**src/rtl/dtmf_dial_sequencer_pkg.sv**
```systemverilog
// Shared types and constants for the DTMF dial sequencer: FSM states, tone
// half-period divisors and the key-to-divisor lookup.
package dtmf_pkg;

   localparam int KEY_W  = 4;
   localparam int DIVC_W = 10;

   typedef enum logic [1:0] {
      ST_IDLE = 2'd0,
      ST_TONE = 2'd1,
      ST_GAP  = 2'd2
   } state_t;

   // Half-period divisors in 1 MHz clock cycles
   localparam logic [DIVC_W-1:0] ROW_697  = 10'd717;
   localparam logic [DIVC_W-1:0] ROW_770  = 10'd649;
   localparam logic [DIVC_W-1:0] ROW_852  = 10'd587;
   localparam logic [DIVC_W-1:0] ROW_941  = 10'd531;
   localparam logic [DIVC_W-1:0] COL_1209 = 10'd414;
   localparam logic [DIVC_W-1:0] COL_1336 = 10'd374;
   localparam logic [DIVC_W-1:0] COL_1477 = 10'd339;
   localparam logic [DIVC_W-1:0] COL_1633 = 10'd306;

   typedef struct packed {
      logic [DIVC_W-1:0] row;
      logic [DIVC_W-1:0] col;
   } div_pair_t;

   // Key codes: 0-9 digits, 10='*', 11='#', 12-15='A'-'D'
   function automatic div_pair_t key_to_div(input logic [KEY_W-1:0] key);
      div_pair_t d;
      case (key)
         4'd1, 4'd2, 4'd3, 4'd12:   d.row = ROW_697;
         4'd4, 4'd5, 4'd6, 4'd13:   d.row = ROW_770;
         4'd7, 4'd8, 4'd9, 4'd14:   d.row = ROW_852;
         default:                   d.row = ROW_941;
      endcase
      case (key)
         4'd1, 4'd4, 4'd7, 4'd10:   d.col = COL_1209;
         4'd2, 4'd5, 4'd8, 4'd0:    d.col = COL_1336;
         4'd3, 4'd6, 4'd9, 4'd11:   d.col = COL_1477;
         default:                   d.col = COL_1633;
      endcase
      return d;
   endfunction

endpackage

```
**src/rtl/dtmf_dial_sequencer_if.sv**
```systemverilog
// Key handshake, abort and tone/status outputs of the DTMF dial sequencer.
interface dtmf_dial_sequencer_if;
   import dtmf_pkg::*;

   logic [KEY_W-1:0] digit_code;
   logic             digit_valid;
   logic             digit_ready;
   logic             abort;
   logic             row_tone;
   logic             col_tone;
   logic             busy;
   logic             done;

   modport master (
      output digit_code, digit_valid, abort,
      input  digit_ready, row_tone, col_tone, busy, done
   );

   modport slave (
      input  digit_code, digit_valid, abort,
      output digit_ready, row_tone, col_tone, busy, done
   );
endinterface

```
**src/rtl/dtmf_dial_sequencer_tone_div.sv**
```systemverilog
// Square-wave tone generator: counts 0..div-1 and toggles on wrap, so the
// period is 2*div cycles. Output is forced low while disabled.
module dtmf_tone_div #(
   parameter int DIV_W = 10
) (
   input  logic             i_inclk,
   input  logic             i_reset,
   input  logic             i_en,
   input  logic             i_load,
   input  logic [DIV_W-1:0] i_div,
   output logic             o_tone
);

   logic [DIV_W-1:0] r_cnt;
   logic             r_tone;

   always_ff @(posedge i_inclk) begin
      if (i_reset || i_load) begin
         r_cnt  <= '0;
         r_tone <= 1'b0;
      end else if (i_en) begin
         if (r_cnt == i_div - DIV_W'(1)) begin
            r_cnt  <= '0;
            r_tone <= ~r_tone;
         end else begin
            r_cnt <= r_cnt + DIV_W'(1);
         end
      end else begin
         r_tone <= 1'b0;
      end
   end

   assign o_tone = r_tone;

endmodule

```
**src/rtl/dtmf_dial_sequencer.sv**
```systemverilog
// DTMF dial sequencer: accepts one key at a time and plays it as a timed
// dual-tone burst followed by a silent gap.
//
//   state   | meaning
//   IDLE    | waiting for a key; ready unless the done pulse is showing
//   TONE    | both square waves running for TONE_MS
//   GAP     | silence for GAP_MS, done pulses on exit
module dtmf_dial_sequencer
   import dtmf_pkg::*;
#(
   parameter int CLK_PER_MS = 1000,
   parameter int TONE_MS    = 100,
   parameter int GAP_MS     = 50,
   parameter int DIV_W      = 10
) (
   input  logic              i_inclk,
   input  logic              i_reset,
   dtmf_dial_sequencer_if.slave bus
);

   localparam int PRE_W = (CLK_PER_MS > 1) ? $clog2(CLK_PER_MS) : 1;
   localparam logic [PRE_W-1:0] PRE_LAST  = PRE_W'(CLK_PER_MS - 1);
   localparam logic [15:0]      TONE_LAST = 16'(TONE_MS - 1);
   localparam logic [15:0]      GAP_LAST  = 16'(GAP_MS - 1);

   state_t           r_state;
   logic [PRE_W-1:0] r_presc;
   logic [15:0]      r_ms;
   logic [KEY_W-1:0] r_code;
   logic             r_busy;
   logic             r_done;

   logic      w_ms_tick;
   logic      w_tone_end;
   logic      w_gap_end;
   logic      w_ready;
   logic      w_accept;
   logic      w_tone_en;
   logic      w_row_tone;
   logic      w_col_tone;
   div_pair_t w_divs;

   assign w_ms_tick  = (r_presc == PRE_LAST);
   assign w_tone_end = (r_state == ST_TONE) && w_ms_tick && (r_ms == TONE_LAST);
   assign w_gap_end  = (r_state == ST_GAP)  && w_ms_tick && (r_ms == GAP_LAST);
   // Hold off ready during the done cycle so successive digits keep their gap
   assign w_ready    = (r_state == ST_IDLE) && !i_reset && !r_done;
   assign w_accept   = w_ready && bus.digit_valid && !bus.abort;
   // Dropping enable on the last TONE cycle makes the tones silent with the state change
   assign w_tone_en  = (r_state == ST_TONE) && !w_tone_end && !bus.abort;
   assign w_divs     = key_to_div(r_code);

   always_ff @(posedge i_inclk) begin
      if (i_reset) begin
         r_state <= ST_IDLE;
         r_presc <= '0;
         r_ms    <= '0;
         r_code  <= '0;
         r_busy  <= 1'b0;
         r_done  <= 1'b0;
      end else begin
         r_done <= 1'b0;
         if (bus.abort) begin
            r_state <= ST_IDLE;
            r_presc <= '0;
            r_ms    <= '0;
            r_busy  <= 1'b0;
         end else begin
            case (r_state)
               ST_IDLE: begin
                  if (w_accept) begin
                     r_code  <= bus.digit_code;
                     r_state <= ST_TONE;
                     r_busy  <= 1'b1;
                     r_presc <= '0;
                     r_ms    <= '0;
                  end
               end
               ST_TONE, ST_GAP: begin
                  if (w_tone_end) begin
                     r_state <= ST_GAP;
                     r_presc <= '0;
                     r_ms    <= '0;
                  end else if (w_gap_end) begin
                     r_state <= ST_IDLE;
                     r_busy  <= 1'b0;
                     r_done  <= 1'b1;
                     r_presc <= '0;
                     r_ms    <= '0;
                  end else if (w_ms_tick) begin
                     r_presc <= '0;
                     r_ms    <= r_ms + 16'd1;
                  end else begin
                     r_presc <= r_presc + PRE_W'(1);
                  end
               end
               default: begin
                  r_state <= ST_IDLE;
                  r_busy  <= 1'b0;
               end
            endcase
         end
      end
   end

   dtmf_tone_div #(.DIV_W(DIV_W)) u_row_div (
      .i_inclk (i_inclk),
      .i_reset (i_reset),
      .i_en    (w_tone_en),
      .i_load  (w_accept),
      .i_div   (DIV_W'(w_divs.row)),
      .o_tone  (w_row_tone)
   );

   dtmf_tone_div #(.DIV_W(DIV_W)) u_col_div (
      .i_inclk (i_inclk),
      .i_reset (i_reset),
      .i_en    (w_tone_en),
      .i_load  (w_accept),
      .i_div   (DIV_W'(w_divs.col)),
      .o_tone  (w_col_tone)
   );

   assign bus.digit_ready = w_ready;
   assign bus.row_tone    = w_row_tone;
   assign bus.col_tone    = w_col_tone;
   assign bus.busy        = r_busy;
   assign bus.done        = r_done;

endmodule
```
**src/flat_wrapper.sv**
```systemverilog
// flat-port wrapper written by rule: the top's interface ports become plain ports
module dtmf_dial_sequencer_flat import dtmf_pkg::*;
#(
   parameter int CLK_PER_MS = 1000,
   parameter int TONE_MS    = 100,
   parameter int GAP_MS     = 50,
   parameter int DIV_W      = 10
)
  (i_inclk, i_reset, bus_digit_code, bus_digit_valid, bus_abort, bus_digit_ready, bus_row_tone, bus_col_tone, bus_busy, bus_done);
  dtmf_dial_sequencer_if bus_i ();
  input  logic i_inclk;
  input  logic i_reset;
  input wire logic [$bits(bus_i.digit_code)-1:0] bus_digit_code;
  input wire logic [$bits(bus_i.digit_valid)-1:0] bus_digit_valid;
  input wire logic [$bits(bus_i.abort)-1:0] bus_abort;
  output wire logic [$bits(bus_i.digit_ready)-1:0] bus_digit_ready;
  output wire logic [$bits(bus_i.row_tone)-1:0] bus_row_tone;
  output wire logic [$bits(bus_i.col_tone)-1:0] bus_col_tone;
  output wire logic [$bits(bus_i.busy)-1:0] bus_busy;
  output wire logic [$bits(bus_i.done)-1:0] bus_done;
  assign bus_i.digit_code = bus_digit_code;
  assign bus_i.digit_valid = bus_digit_valid;
  assign bus_i.abort = bus_abort;
  assign bus_digit_ready = bus_i.digit_ready;
  assign bus_row_tone = bus_i.row_tone;
  assign bus_col_tone = bus_i.col_tone;
  assign bus_busy = bus_i.busy;
  assign bus_done = bus_i.done;
  dtmf_dial_sequencer #(.CLK_PER_MS(CLK_PER_MS), .TONE_MS(TONE_MS), .GAP_MS(GAP_MS), .DIV_W(DIV_W)) u_core (.i_inclk(i_inclk), .i_reset(i_reset), .bus(bus_i));
endmodule
```
**config.mk**
```make
export PLATFORM = sky130hd
export DESIGN_NAME = dtmf_dial_sequencer_flat
export DESIGN_NICKNAME = d
export VERILOG_FILES = /design/src/rtl/dtmf_dial_sequencer_pkg.sv /design/src/rtl/dtmf_dial_sequencer_if.sv /design/src/rtl/dtmf_dial_sequencer_tone_div.sv /design/src/rtl/dtmf_dial_sequencer.sv /design/src/flat_wrapper.sv
export SDC_FILE = /design/constraint.sdc
export NUM_CORES = 1
export LEC_CHECK = 0
export CAP_MARGIN = 20
export CORE_UTILIZATION = 30
export CTS_BUF_LIST = sky130_fd_sc_hd__clkbuf_2 sky130_fd_sc_hd__clkbuf_4 sky130_fd_sc_hd__clkbuf_8
export DETAILED_ROUTE_END_ITERATION = 6
export DONT_BUFFER_PORTS = 1
export MAX_ROUTING_LAYER = met4
export PLACE_DENSITY_LB_ADDON = 0.2
export SLEW_MARGIN = 20
export SYNTH_ARGS = -nofsm -noshare
export SYNTH_HDL_FRONTEND = slang
export SYNTH_SLANG_ARGS = --single-unit
export TNS_END_PERCENT = 30
```
**constraint.sdc**
```tcl
create_clock -name i_inclk -period 2.4 [get_ports i_inclk]
set_clock_uncertainty 0.15 [all_clocks]
set_input_delay 0.12 -clock i_inclk [delete_from_list [all_inputs] [get_ports i_inclk]]
set_output_delay 0.12 -clock i_inclk [all_outputs]
set_load 0.02 [all_outputs]
```
**Word level (Yosys, flattened, before mapping)**

Memory sizes are Yosys's and may differ from the RTL's. A register that Yosys moved wholly into a read port is not among the register bits.
Index checks and enable logic that the tools add are counted.

- $add $sub $neg: 6
- Eq/ne operators: 12
- Muxes and demuxes: 25
- Bitwise gates (word level): 5
- Reductions and logical operators: 26

Operators by type and width:

| operator | number |
|---|---|
| $mux 16 | 4 |
| $mux 10 | 6 |
| $pmux 16 s2 | 1 |
| $add 10x1->10 const B | 3 |
| $eq 10x10->1 | 2 |
| $pmux 10 s2 | 1 |
| $sub 10x1->10 const B | 2 |
| $add 16x1->16 const B | 1 |
| $eq 16x6->1 const B | 1 |
| $eq 16x7->1 const B | 1 |
| $mux 4 | 4 |
| $eq 10x10->1 const B | 1 |
| $logic_and 1x1->1 | 10 |
| $reduce_and 3->1 | 3 |
| $mux 2 | 3 |
| $reduce_or 2->1 | 3 |
| $not 1->1 | 5 |
| $logic_not 1->1 | 4 |
| $mux 1 | 4 |
| $ne 2x2->1 const B | 2 |
| $ne 4x1->1 const B | 1 |
| $pmux 2 s2 | 1 |
| $reduce_and 2->1 | 2 |
| $reduce_or 4->1 | 1 |
| other kinds (8) | 8 |

- Register bits after elaboration: 56
- Memory bits (read-only): 192
- Input bits: 8
- Output and inout port bits: 5
- Logic and storage cells: 86
- Memories: 2

Memories:

| name | depth | width | rd ports | clocked after memory_dff | write ports | RTL line | text |
|---|---|---|---|---|---|---|---|
| (no name shown) | 16 | 6 | 1 | 1 | 0 | dtmf_dial_sequencer_pkg.sv:32 | `case (key)` |
| (no name shown) | 16 | 6 | 1 | 1 | 0 | dtmf_dial_sequencer_pkg.sv:38 | `case (key)` |

**Depth between registers and ports, before layout**

- Depth after elaboration: 8
- Gate-level depth with buffers: 10
- Gate-level depth less buffers: 9

**Hierarchy**

Synthesis repeated with hierarchy kept, for this count alone.

- Cells, all modules: 513
- Area total of the unflattened synthesis: 4287.9 um^2

Modules (own cells, without submodules):

| module | instances | cells each | area an instance (um^2) | seq. area each (um^2) |
|---|---|---|---|---|
| dtmf_dial_sequencer | 1 | 275 | 2446.1 | 900.9 |
| dtmf_tone_div | 2 | 119 | 920.9 | 220.2 |

**Worst setup path before layout**

Ideal clock, no wire load.

- Path type: register to register
- Start point: reg u_core.r_state[0]
- End point: reg u_core.w_divs[2] (netlist name)
- Setup time: 0.076 ns
- Arrival: 2.234 ns
- Data required time: 2.174 ns
- Path slack: -0.060 ns
- Cell stages (with the launch flop): 10
- Path buffers: 1
- Clock period less this slack: 2.460 ns
- Cell sequence: dfxtp_1 inv_1 ha_1 clkbuf_1 a21boi_0 o21bai_1 inv_1 ha_1 mux2_1 o22ai_1

- Longest elaborated chain between the ends: 8

Ends and longest elaborated chain:

| what | RTL line | text |
|---|---|---|
| from (decl) | dtmf_dial_sequencer.sv:26 | `state_t r_state;` |
| from (signal assigned) | dtmf_dial_sequencer.sv:55 | `r_state <= ST_IDLE;` |
| from (signal assigned) | dtmf_dial_sequencer.sv:64 | `r_state <= ST_IDLE;` |
| from (signal assigned) | dtmf_dial_sequencer.sv:73 | `r_state <= ST_TONE;` |
| $logic_not 2->1 * | dtmf_dial_sequencer.sv:47, dtmf_dial_sequencer.sv:69 |  |
| $logic_and 1x1->1 (2 in a row) | dtmf_dial_sequencer.sv:47 | `assign w_ready = (r_state == ST_IDLE) && !i_reset && !r_done;` |
| $logic_and 1x1->1 (2 in a row) | dtmf_dial_sequencer.sv:48 | `assign w_accept = w_ready && bus.digit_valid && !bus.abort;` |
| $reduce_and 3->1 (no line) * | -- |  |
| $mux 4 (no line) * (2 in a row) | -- |  |

Mark *: on every way between the ends. The rest lies on a longest branch, timed or not.
A chain may end at the register's enable or synchronous reset.

**Final worst setup path**

- Start point: reg u_core.r_state[0]
- End point: reg u_core.w_divs[2] (netlist name)

- Longest elaborated chain between the ends: 8

Ends and longest elaborated chain:

| what | RTL line |
|---|---|
| $logic_not 2->1 * | dtmf_dial_sequencer.sv:47, dtmf_dial_sequencer.sv:69 |
| $logic_and 1x1->1 (2 in a row) | dtmf_dial_sequencer.sv:47 |
| $logic_and 1x1->1 (2 in a row) | dtmf_dial_sequencer.sv:48 |
| $reduce_and 3->1 (no line) * | -- |
| $mux 4 (no line) * (2 in a row) | -- |

Marks and branches as above.

==> results.sh <==
export IMPL_startpoint_type="register"
export IMPL_gp_congestion=0.761
export IMPL_tns_ps=0
export IMPL_areaGrowthSynthToFinish_pct=18.1
export IMPL_power_frac_clock_pct=41.9
export IMPL_grt_pass1_vias=3006
export IMPL_switchingPower_mw=0.538
export IMPL_io_pins=13
export IMPL_grt_pass1_wl_um=15300
export IMPL_die_w_um=114
export IMPL_cts_tree="yes"
export IMPL_worst_slew_pin_slew_ps=624
export IMPL_worstPathArrival_ps=2410
export IMPL_synthesis_area_mm2=0.00377
export IMPL_finalCritPeriodShare_pct=95.3
export IMPL_track_usage_pct=15.5
export IMPL_io_buffers=0
export IMPL_htree_levels=3
export IMPL_routed_wl_um=9120
export IMPL_nNetsFinal=477
export IMPL_holdWs_ps=43.7
export IMPL_internal_power_mw=1.71
export IMPL_cts_buffers=9
export IMPL_yosys_most_used_dff="dfxtp_1"
export IMPL_clk_path_buf_depth=2
export IMPL_syn_area_per_cell_um2=9.05
export IMPL_die_y_um=114
export IMPL_outcome="finished, final reports clean"
export IMPL_max_cap_viol_count=0
export IMPL_p_per_area_mw_per_mm2=505
export IMPL_finalCriticalPeriod_ps=2290
export IMPL_row_count=40
export IMPL_ant_nets=0
export IMPL_crit_fanout=8
export IMPL_drc=0
export IMPL_min_path_type="primary input to register"
export IMPL_vias_per_cell=5.15
export IMPL_synth_nets=442
export IMPL_sw_frac_of_total_pct=23.9
export IMPL_finalSetupViolCount=0
export IMPL_core_area_mm2=0.0121
export IMPL_overflow=0
export IMPL_synth_top_area_share_pct=35.6
export IMPL_peakVddDrop_mv=0.197
export IMPL_regToRegSetupSlack_ps=110
export IMPL_end_kind="register"
export IMPL_cts_root_buf="clkbuf_8"
export IMPL_clock_sinks=67
export IMPL_ys_warn_count=0
export IMPL_drtIter0Drc=119
export IMPL_p_comb_share_pct=7.2
export IMPL_synth_top_area_cell="dfxtp_1"
export IMPL_start_util_pct=31.1
export IMPL_synth_cell_types=63
export IMPL_diodes=0
export IMPL_hold_depth=3
export IMPL_async_flop_share_pct=0
export IMPL_p_leak_nw=1.51
export IMPL_ys_ff_latch=67
export IMPL_yosysSeqAreaShare_pct=35.6
export IMPL_synth_area_top_cells="dfxtp_1, ha_1, xnor2_1, nor3_1, nand3_1"
export IMPL_antenna_found_initial=0
export IMPL_die_area_mm2=0.0130
export IMPL_required_ps=2520
export IMPL_final_layout_size_suffix_gt1_share_pct=21.8
export IMPL_clk_latency_ps=350
export IMPL_max_slew_margin_pct=58.4
export IMPL_worstRegToRegCells=8
export IMPL_drtPass1Iterations=4
export IMPL_dp_hpwl_um=6500
export IMPL_grt_start_max_net_pins=22
export IMPL_clkTransAtPathRegs_ps=70
export IMPL_power_frac_seq_pct=50.8
export IMPL_via_count=3209
export IMPL_wl_per_cell_um=14.6
export IMPL_finalHoldViolCount=0
export IMPL_critPathKind="register to register"
export IMPL_synth_edf_count=0
export IMPL_max_freq_mhz=437
export IMPL_drv_slew=0
export IMPL_rsz0062_at_grt="true"
export IMPL_post_synth_inst_count=416
repair_timing:
item,in CTS,in global routing
hold buffers,5,0
resized for setup,0,11
endpoints found under the setup margin,0,24
buffers inserted,0,0
endpoints found under the hold margin,20,0
cell usage after synthesis, types with 4 or more instances:
cell type / instances
a31oi_1: 9
nor2_1: 23
buf_2: 4
nand3_1: 23
inv_1: 17
xnor2_1: 25
dfxtp_1: 67
mux2i_1: 6
or3_1: 9
a21oi_1: 12
nand4_1: 17
and3_1: 5
o21ai_2: 7
nand2_1: 21
o31ai_1: 7
and4_1: 6
nor4_1: 10
clkbuf_1: 10
nor3_1: 25
ha_1: 18
xor2_1: 11
or4_1: 6
o21ai_1: 5
a21oi_2: 10
cells in the final DEF, fill, tap and decap left out, drive strengths merged, types with 7 or more instances in the layout:
cell     n
nor4    11
dfxtp   67
xor2    11
buf     37
inv     17
xnor2   25
or3      9
clkbuf  14
nand3   23
ha      18
o21ai   14
nor2    23
nand2   21
a21oi   22
a31oi    9
nand4   17
nor3    29
o31ai    9
or4      7
power groups by stage:
stage | sequential (mW) | clock (mW) | combinational [mW]
floorplan | 1.16 | 0 | 0.105
global placement | 1.17 | 0 | 0.150
detailed placement | 1.17 | 0 | 0.151
CTS | 1.14 | 0.981 | 0.159
global route | 1.14 | 1.01 | 0.180
finish | 1.14 | 0.942 | 0.163
critical path, stage by stage (launching register included):
cell and delay, ps:
dfxtp_1 380, inv_1 100, ha_2 250, and3_1 190, o21bai_2 260, inv_1 180, ha_1 260, mux2_1 290
o22ai_1 140
per-layer routing:
layer,vias to the layer above,wire (um),global-route usage (%)
met4,0,162,6.49
li1,1609,-,-
met3,17,269,3.13
met2,52,4000,22.8
met1,1531,4690,20.7
met5,-,0,-
worst paths after layout:
path / from / to
max: u_core.r_state[0] / u_core.w_divs[2]
min: i_reset / u_core.w_divs[16]
min reg2reg: u_core.u_col_div.r_cnt[9] / u_core.u_col_div.r_cnt[9]
max reg2reg: u_core.r_state[0] / u_core.w_divs[2]
per-stage QoR:
| stage | std cells | setup slack [ps] | power [mW] | cell area, um^2 | util (%) |
|---|---|---|---|---|---|
| floorplan | 416 | 76.9 | 1.27 | 3770 | - |
| global placement | 603 | 56.1 | 1.32 | 4150 | 34.3 |
| detailed placement | 603 | 25.8 | 1.32 | 4150 | 34.3 |
| CTS | 623 | 4.90 | 2.28 | 4400 | 36.3 |
| finish | 623 | 112 | 2.25 | 4450 | 36.7 |
| global route | 623 | -2.30 | 2.34 | 4450 | 36.7 |
cell type report:
cell class,count,area [um^2]
timing repair buffer,42,332
sequential,67,1340
tap,168,210
clock buffer,14,193
multi-input combinational,314,2300
fill,1273,7660
inverter,17,63.8
clock inverter,1,5.00
state kept, by name, indices dropped and copies added (netlist names):
name and flops:
u_core.r_ms 16, u_core.r_presc 10, u_core.u_row_div.r_cnt 10, u_core.r_state 2, u_core.u_col_div.o_tone 1, u_core.bus.done 1
u_core.w_divs 11, u_core.bus.busy 1, u_core.u_row_div.o_tone 1, u_core.u_col_div.r_cnt 10, u_core.r_code 4
kinds of logic after synthesis:
kind of cell               count (synthesis)  synth area share, %
and+or+nand+nor                          169                 26.2
AOI/OAI and AO/OA                         82                 16.7
DFF                                       67                 35.6
xor gates and xnor gates                  36                 8.37
buffers and inverters                     35                 4.55
adders and majority gates                 18                 5.98
muxes                                      9                 2.49
Power figures use the tool's default switching activity.
